[src/rtl/if_fetch_buffer_pkg.sv]
// Shared types and constants for the instruction fetch front end.
// Fetch FSM encoding and the buffered (pc, inst) entry layout live here.
package if_fetch_buffer_pkg;

    localparam int XLEN   = 64;
    localparam int INST_W = 32;

    localparam logic [XLEN-1:0] PC_START_DEF = 64'h0000_0000_8000_0000;

    typedef enum logic [1:0] {
        ST_IDLE = 2'd0,
        ST_REQ  = 2'd1,
        ST_WAIT = 2'd2,
        ST_DROP = 2'd3
    } fetch_state_e;

    typedef struct packed {
        logic [XLEN-1:0]   pc;
        logic [INST_W-1:0] inst;
    } fetch_entry_t;

    function automatic logic [XLEN-1:0] dword_align(input logic [XLEN-1:0] pc);
        return {pc[XLEN-1:3], 3'b000};
    endfunction

endpackage

[src/rtl/if_fetch_buffer_fetch_fifo.sv]
// Instruction buffer: two push lanes (lane 1 only alongside lane 0), one pop, flush.
// Head entry is read straight out of storage so decode sees it combinationally.
module fetch_fifo
    import if_fetch_buffer_pkg::*;
#(
    parameter int DEPTH = 4
) (
    input  logic                    clk,
    input  logic                    rst,
    input  logic                    flush,
    input  logic                    push0,
    input  logic [XLEN-1:0]         push0_pc,
    input  logic [INST_W-1:0]       push0_inst,
    input  logic                    push1,
    input  logic [XLEN-1:0]         push1_pc,
    input  logic [INST_W-1:0]       push1_inst,
    input  logic                    pop,
    output logic [XLEN-1:0]         head_pc,
    output logic [INST_W-1:0]       head_inst,
    output logic                    empty,
    output logic [$clog2(DEPTH):0]  free_cnt
);

    localparam int AW = $clog2(DEPTH);
    localparam int CW = AW + 1;

    fetch_entry_t   mem [DEPTH];
    logic [AW-1:0]  wptr, rptr, wptr_n1;
    logic [CW-1:0]  count;
    logic [1:0]     n_push;
    logic           do_pop;

    assign wptr_n1  = wptr + AW'(1);
    assign n_push   = push1 ? 2'd2 : {1'b0, push0};
    assign do_pop   = pop && !empty;
    assign empty    = (count == '0);
    assign free_cnt = CW'(DEPTH) - count;
    assign head_pc   = mem[rptr].pc;
    assign head_inst = mem[rptr].inst;

    always_ff @(posedge clk or negedge rst) begin
        if (!rst) begin
            for (int i = 0; i < DEPTH; i++) mem[i] <= '0;
            wptr  <= '0;
            rptr  <= '0;
            count <= '0;
        end else if (flush) begin
            // Contents are stale after a flush; only the pointers matter.
            wptr  <= '0;
            rptr  <= '0;
            count <= '0;
        end else begin
            if (push0) mem[wptr]    <= '{pc: push0_pc, inst: push0_inst};
            if (push1) mem[wptr_n1] <= '{pc: push1_pc, inst: push1_inst};
            wptr  <= wptr + AW'(n_push);
            rptr  <= rptr + AW'(do_pop);
            count <= count + CW'(n_push) - CW'(do_pop);
        end
    end

endmodule

[src/rtl/if_fetch_buffer.sv]
// Fetch front end: one outstanding 64-bit imem read at a time, split into 32-bit
// instructions and buffered for decode; execute redirects flush and restart fetch.
module if_fetch_buffer
    import if_fetch_buffer_pkg::*;
#(
    parameter logic [63:0] PC_START   = PC_START_DEF,
    parameter int          FIFO_DEPTH = 4
) (
    input  logic        clk,
    input  logic        rst,
    input  logic        redirect_valid,
    input  logic [63:0] redirect_pc,
    output logic        imem_req,
    output logic [63:0] imem_addr,
    input  logic        imem_gnt,
    input  logic        imem_rvalid,
    input  logic [63:0] imem_rdata,
    output logic        id_valid,
    output logic [31:0] id_inst,
    output logic [63:0] id_pc,
    input  logic        id_ready
);

    localparam int FW = $clog2(FIFO_DEPTH) + 1;
    localparam logic [FW-1:0] FREE_MIN = FW'(2);

    fetch_state_e     state;
    logic [XLEN-1:0]  fetch_pc, aligned;
    logic [FW-1:0]    free_cnt;
    logic             fifo_empty, resp_owed, push0, push1;
    logic [XLEN-1:0]  push0_pc;
    logic [INST_W-1:0] push0_inst;

    assign aligned   = dword_align(fetch_pc);
    assign imem_addr = aligned;
    // Gate on two free slots so a full doubleword always fits when it returns.
    assign imem_req  = (state == ST_REQ) && (free_cnt >= FREE_MIN);

    assign resp_owed = ((state == ST_WAIT || state == ST_DROP) && !imem_rvalid)
                     || ((state == ST_REQ) && imem_req && imem_gnt);

    assign push0      = (state == ST_WAIT) && imem_rvalid && !redirect_valid;
    assign push1      = push0 && !fetch_pc[2];
    assign push0_pc   = fetch_pc[2] ? fetch_pc : aligned;
    assign push0_inst = fetch_pc[2] ? imem_rdata[63:32] : imem_rdata[31:0];

    assign id_valid = !fifo_empty;

    always_ff @(posedge clk or negedge rst) begin
        if (!rst) begin
            state    <= ST_IDLE;
            fetch_pc <= PC_START;
        end else if (redirect_valid) begin
            fetch_pc <= redirect_pc & ~64'h3;
            state    <= resp_owed ? ST_DROP : ST_REQ;
        end else begin
            case (state)
                ST_IDLE: state <= ST_REQ;
                ST_REQ:  if (imem_req && imem_gnt) state <= ST_WAIT;
                ST_WAIT: if (imem_rvalid) begin
                    fetch_pc <= aligned + 64'd8;
                    state    <= ST_REQ;
                end
                ST_DROP: if (imem_rvalid) state <= ST_REQ;
                default: state <= ST_IDLE;
            endcase
        end
    end

    fetch_fifo #(.DEPTH(FIFO_DEPTH)) u_fifo (
        .clk        (clk),
        .rst        (rst),
        .flush      (redirect_valid),
        .push0      (push0),
        .push0_pc   (push0_pc),
        .push0_inst (push0_inst),
        .push1      (push1),
        .push1_pc   (aligned + 64'd4),
        .push1_inst (imem_rdata[63:32]),
        .pop        (id_valid && id_ready),
        .head_pc    (id_pc),
        .head_inst  (id_inst),
        .empty      (fifo_empty),
        .free_cnt   (free_cnt)
    );

endmodule

[config.mk]
export PLATFORM = sky130hd
export DESIGN_NAME = if_fetch_buffer
export DESIGN_NICKNAME = d
export VERILOG_FILES = /design/src/rtl/if_fetch_buffer_pkg.sv /design/src/rtl/if_fetch_buffer_fetch_fifo.sv /design/src/rtl/if_fetch_buffer.sv
export SDC_FILE = /design/constraint.sdc
export NUM_CORES = 1
export LEC_CHECK = 0
export BUFFER_PORTS_ARGS = -buffer_cell sky130_fd_sc_hd__buf_4
export CAP_MARGIN = 5
export CORE_AREA = 4 4 165 247
export CTS_CLUSTER_DIAMETER = 100
export DETAILED_ROUTE_END_ITERATION = 8
export DIE_AREA = 0 0 169 251
export PLACE_DENSITY_LB_ADDON = 0.2
export SKIP_CTS_REPAIR_TIMING = 1
export SLEW_MARGIN = 10
export SYNTH_ARGS = -nofsm -noshare
export SYNTH_HDL_FRONTEND = slang
export SYNTH_SLANG_ARGS = --single-unit
[constraint.sdc]
create_clock -name clk -period 3 [get_ports clk]
set_clock_uncertainty 0.2 [all_clocks]
set_input_delay 0.15 -clock clk [delete_from_list [all_inputs] [get_ports clk]]
set_output_delay 0.15 -clock clk [all_outputs]
set_load 0.03 [all_outputs]
==> results.py, run 1 <==
metrics = {
    "floorplan": {
        "core_area_um2": 38400,
        "rows": 88,
        "die_area_um2": 42400,
        "io_pins": 296,
        "die_h_um": 251,
        "die_width_um": 169,
        "initial_core_util": 0.575,
    },
    "layout": {
        "multi_input_area_um2": 9510,
        "fillers": 2727,
        "layout.nets": 2641,
        "utilization": 0.717,
        "syn_to_final_growth_pct": 24.7,
        "drive_gt1_frac": 0.237,
        "finalInstanceArea_um2": 27600,
        "ff_latch_area_um2": 11400,
    },
    "sta": {
        "worst_pin_slew_ns": 0.904,
        "final_max_slew_viol_count": 0,
        "tns_ns": 0,
        "setup_viol": 0,
        "finalCriticalPeriod_ns": 2.86,
        "rsz0062_at_grt": "false",
        "holdWs_ns": -0.0195,
        "slew_headroom": 0.397,
        "hold_violations": 10,
        "fmax_mhz": 350,
        "finalCritPeriodShare": 0.953,
    },
    "synthesis": {
        "ys_seq_area_frac": 0.515,
        "syn_area_um2": 22100,
        "synth_cells": 2165,
        "ys_seq_elements": 455,
        "synth.avg_cell_area_um2": 10.2,
        "yosys_warnings": 0,
        "yosysUniqueCellTypes": 50,
    },
    "clocking": {
        "cts_sinks": 455,
        "clkTransAtPathRegs_ns": 0.06,
        "cts_buffers": 45,
        "htreeDepth": 2,
        "cts-root-buf": "clkbuf_16",
        "worstSkewPairLatency_ns": 0.55,
        "tritoncts": "done",
        "max-clock-path-buffers": 3,
    },
    "critical_path": {
        "r2r_start": "state[0]",
        "cp_slowest_stage_delay_ns": 0.62,
        "cp_top_family": "simple AND/OR/NAND/NOR gates",
        "endpoint_kind": "register",
        "worst_setup_path_start_kind": "register",
        "reg2reg_depth": 7,
        "required_ns": 3.23,
        "critical_path_class": "register to register",
        "cp.arrival_ns": 3.09,
        "crit_chain": "nand3b_1 -> buf_4 -> nor4_1 -> nand4_1 -> buf_4 -> o31a_1 -> o31a_1",
        "crit_fanout": 15,
        "crit_start": "state[0]",
        "slowest_stage": "nor4_1",
        "crit_cells": 7,
        "crit_buf_inv": 2,
    },
    "place": {
        "port_buffers": 290,
        "placed_area_um2": 24800,
        "gp_congestion": 0.837,
        "dp_hpwl_um": 40500,
    },
    "global_routing": {
        "grt_pass1_wl_um": 97300,
        "grt_pass1_vias": 18200,
        "antenna_found_initial": 2,
        "grt_max_degree": 114,
        "grt.total_usage": 0.288,
        "grt-ovfl-total": 0,
    },
    "detailed_routing": {
        "ant_nets": 0,
        "drc": 0,
        "first_pass_iters": 7,
        "wl_per_cell_um": 21.1,
        "drt_iter0_markers": 1402,
        "routed_wl_um": 63800,
        "vias": 17800,
        "drt-vias-per-instance": 5.87,
    },
    "pwr": {
        "power.density_nw_per_um2": 740,
        "irDropWorstVdd_v": 0.000646,
        "p_leak_nw": 13.1,
    },
    "job": {
        "maxCapViolCount": 0,
    },
    "status": {
        "status": "finished with violations",
        "violations": "negative hold slack",
    },
    "min_path": {
        "hold_path.class": "input pin to asynchronous set/reset pin",
    },
}
[cells in the final DEF, fill, tap and decap left out, drive strengths merged, types with 2 or more instances in the layout]
cell         instances
a21oi               36
a31oi               16
and2                12
and3                 9
and4                 6
buf                377
bufinv               4
clkbuf              69
clkinv               3
conb                 3
dfrtp              454
diode                2
dlygate4sd3        133
ha                   9
inv                 46
mux2                48
mux2i               98
mux4                96
nand2              599
nand2b               5
nand3               25
nand3b               2
nand4               24
nor2                39
nor2b                7
nor3                13
nor4                17
o21a                 2
o21ai              250
o22ai               33
o31a                 2
o31ai                6
or3                 16
or4                 12
xnor2               32
xor2                13
[kinds of logic (layout without fill, tap and decap cells)]
family          Yosys count  count (layout)  share of synthesized area
flops                   455             455                      0.515
fa+ha+maj                10              10                    0.00600
other cells               1               5                   0.000170
compound gates          351             351                     0.0845
buf+inv                 273             632                     0.0585
mux                     242             242                      0.167
xor+xnor                 45              45                     0.0178
simple gates            788             788                      0.151
[metal layers]
layer | vias up | global-route usage | share of wire
met4 | 0 | 0.133 | 0.045
met3 | 171 | 0.0540 | 0.062
li1 | 8012 | - | -
met2 | 702 | 0.501 | 0.52
met5 | - | 0 | 0
met1 | 8874 | 0.348 | 0.38
[Yosys cell counts (all sizes together)]
library cell | n | area share
buf | 90 | 0.027
o31ai | 6 | 0.0020
nand2 | 599 | 0.10
o21bai | 1 | 0.00034
or3 | 16 | 0.0045
nor2 | 39 | 0.0066
xor2 | 13 | 0.0052
mux4 | 96 | 0.098
fa | 1 | 0.00091
nand2b | 5 | 0.0014
o21a | 2 | 0.00068
nand4 | 24 | 0.0075
dfrtp | 454 | 0.51
o2bb2ai | 1 | 0.00040
inv | 46 | 0.0078
nand3 | 25 | 0.0057
conb | 1 | 0.00017
nor4 | 17 | 0.0048
clkbuf | 137 | 0.023
o211ai | 1 | 0.00034
nor3 | 13 | 0.0029
or4 | 12 | 0.0044
o31a | 2 | 0.00079
dfstp | 1 | 0.0012
a21oi | 36 | 0.0082
and3 | 9 | 0.0025
and3b | 1 | 0.00040
nor2b | 7 | 0.0020
and4 | 6 | 0.0024
ha | 9 | 0.0051
mux2i | 98 | 0.044
o32a | 1 | 0.00045
a31oi | 16 | 0.0045
or2 | 1 | 0.00028
nand3b | 2 | 0.00068
o21ai | 250 | 0.057
o22ai | 33 | 0.0093
xnor2 | 32 | 0.013
a21o | 1 | 0.00034
a221o | 1 | 0.00045
mux2 | 48 | 0.024
and2 | 12 | 0.0034
[per-stage QoR]
stage                     setup slack (ns)  hold WS (ns)  instances  total power, mW
after floorplan                      0.288        -0.346       2167             12.2
after global placement               0.215       -0.0243       2812             14.5
after detailed placement             0.112       -0.0319       2812             14.7
after CTS                            0.109        -0.611       2888             20.3
after global routing               0.00775        0.0158       3023             21.3
final                                0.142       -0.0195       3023             20.4
[where the power goes]
group,switching (mW),internal [mW]
Clock,2.31,3.30
Sequential,0.755,7.19
Combinational,3.82,3.01
[registers in the layout, summed over array words and instances, names as in the netlist]
register      cells
u_fifo.count      3
fetch_pc         62
u_fifo.wptr       2
u_fifo.mem      384
state             2
u_fifo.rptr       2
[worst reg2reg max path, stage by stage (launching register included)]
cell and delay [ns]:
dfrtp_1 0.40, nand3b_1 0.25, buf_4 0.21, nor4_1 0.62, nand4_1 0.24, buf_4 0.25, o31a_1 0.31, o31a_1 0.27
[layout make-up]
class / count / share of cell area
clock inverter: 7 / 0.00490
clock buffer: 69 / 0.0470
inverter: 46 / 0.00627
multi-input combinational: 1439 / 0.345
tap: 495 / 0.0225
sequential: 455 / 0.414
timing repair buffer: 510 / 0.160
antenna: 2 / 0.000182
[path summary, 6_finish.rpt]
| check | endpoint | slack (ns) |
|---|---|---|
| worst max-delay path | fetch_pc[63] | 0.14 |
| worst min-delay path | u_fifo.mem[11] | -0.02 |
| worst max register to register | fetch_pc[63] | 0.14 |
| worst min register to register | u_fifo.mem[172] | 0.27 |
| max in group asynchronous | u_fifo.mem[151] | 1.69 |
| min in group clk | u_fifo.rptr[0] | 0.03 |
Note: power is estimated with default switching activity, not from simulation.
==> run 2: changes to the inputs <==
Settings changed: CORE_AREA 4 4 165 247 to 4 4 201 203, DIE_AREA 0 0 169 251 to 0 0 205 207.
==> run 2 against run 1 <==
  * The run now ends clean
  * Via count is 0.23% higher
  * Combinational power is 0.7% higher
  * Critical path depth is 2 lower
  * First-iteration DRC count is 7.6% higher
  * Sequential power hardly changed
  * Utilization is 0.55 points higher
  * Global-route usage is 0.50 points lower
  * Setup slack worse by 0.0095 ns
  * Critical path type unchanged
  * Critical endpoint is now fetch_pc[62]
  * Largest cell class unchanged
  * Largest power group unchanged
==> results.py, run 2 (synthesis results as in run 1) <==
metrics = {
    "layout": {
        "final_common_cell": "nand2_1",
        "largest_register_ffs": 384,
        "finalNonFillerCells": 3053,
        "largest_register": "u_fifo.mem",
        "top_regs": "u_fifo.mem x384, fetch_pc x62, u_fifo.count x3",
        "drive_gt1_frac": 0.240,
        "fillers": 2663,
        "layout.nets": 2642,
        "mostFrequentLayoutCells": "nand2_1, dfrtp_1, buf_4, o21ai_0, dlygate4sd3_1",
        "syn_to_final_growth_pct": 25.7,
    },
    "critical_path": {
        "cp.arrival_ns": 3.15,
        "r2r_start": "fetch_pc[31]",
        "critical_path_class": "register to register",
        "crit_start": "fetch_pc[31]",
        "worst_setup_path_start_kind": "register",
        "required_ns": 3.28,
        "endpoint_kind": "register",
        "crit_fanout": 9,
    },
    "sta": {
        "fmax_mhz": 349,
        "tns_ns": 0,
        "rsz0062_at_grt": "false",
        "final_max_slew_viol_count": 0,
        "setup_viol": 0,
        "finalCriticalPeriod_ns": 2.87,
        "finalCritPeriodShare": 0.956,
        "hold_violations": 0,
        "slew_headroom": 0.375,
        "worst_pin_slew_ns": 0.937,
    },
    "global_routing": {
        "antenna_found_initial": 1,
        "grt_pass1_vias": 17600,
        "grt-ovfl-total": 0,
        "grt_pass1_wl_um": 96600,
        "grt_max_degree": 113,
        "grt.total_usage": 0.283,
    },
    "detailed_routing": {
        "drt_iter0_markers": 1509,
        "wl_per_cell_um": 20.6,
        "routed_wl_um": 63000,
        "ant_nets": 0,
        "first_pass_iters": 5,
        "drt-vias-per-instance": 5.83,
        "vias": 17800,
        "drc": 0,
    },
    "clocking": {
        "tritoncts": "done",
        "max-clock-path-buffers": 3,
        "cts-root-buf": "clkbuf_16",
        "cts_buffers": 48,
        "htreeDepth": 2,
        "cts_sinks": 455,
        "worstSkewPairLatency_ns": 0.57,
        "clkTransAtPathRegs_ns": 0.06,
    },
    "pwr": {
        "power.density_nw_per_um2": 758,
        "p_leak_nw": 13.2,
        "irDropWorstVdd_v": 0.000581,
    },
    "place": {
        "port_buffers": 290,
        "place_inst": 2829,
        "dp_hpwl_um": 38500,
        "gp_congestion": 0.845,
    },
    "min_path": {
        "min_from": "redirect_pc[24]",
        "hold_path.class": "input pin to register",
    },
    "job": {
        "maxCapViolCount": 0,
    },
    "floorplan": {
        "die_area_um2": 42400,
        "rows": 72,
        "initial_core_util": 0.575,
        "core_area_um2": 38500,
        "die_h_um": 207,
        "io_pins": 296,
        "die_width_um": 205,
    },
    "status": {
        "status": "completed",
    },
}
## run 2: final cells by class
| class | instances | area [µm²] | area share |
|---|---|---|---|
| Antenna cell | 2 | 5.00 | 0.000180 |
| Clock buffer | 70 | 1440 | 0.0516 |
| Clock inverter | 15 | 225 | 0.00810 |
| Inverter | 46 | 173 | 0.00621 |
| Multi-Input combinational cell | 1439 | 9510 | 0.342 |
| Sequential cell | 455 | 11400 | 0.410 |
| Tap cell | 518 | 648 | 0.0233 |
| Timing Repair Buffer | 508 | 4400 | 0.158 |
## run 2: critical path, stage by stage, from the launching register on
cell,delay [ns]
dfstp_2,0.60
nand4_1,0.13
or3_1,0.46
or4_4,0.67
or4_1,0.53
a31oi_1,0.19
## run 2: report_power, final
part / internal [mW] / switching [mW]
logic: 3.02 / 3.86
clock network: 3.81 / 2.44
registers: 7.19 / 0.750
total: 14.0 / 7.05
## run 2: stage by stage
stage,setup slack (ns),util,hold WS (ns),total power [mW],area (µm²)
2_1_floorplan,0.288,-,-0.346,12.2,22100
3_3_place_gp,0.196,0.644,-0.0303,14.5,24800
3_5_place_dp,0.149,0.644,-0.0140,14.7,24800
4_1_cts,0.117,0.687,-0.630,21.0,26400
5_1_grt,0.0275,0.722,0.133,22.0,27800
6_report,0.132,0.723,0.125,21.1,27800
## run 2: path summary, 6_finish.rpt
check / end / slack, ns / cells after the start
hold reg to reg: u_fifo.mem[165] / 0.27 / 2
max in group asynchronous: u_fifo.mem[193] / 0.89 / 4
min in group asynchronous: u_fifo.mem[100] / 0.48 / 3
hold / removal: fetch_pc[24] / 0.13 / 4
setup reg to reg: fetch_pc[62] / 0.13 / 5
setup / recovery: fetch_pc[62] / 0.13 / 5
## run 2: layer usage
metal	vias up	global-route usage	part of all wire
li1	8042	-	-
met1	8893	0.380	0.40
met2	734	0.463	0.49
met3	129	0.0604	0.080
met4	2	0.0956	0.026
met5	-	0	0.00019
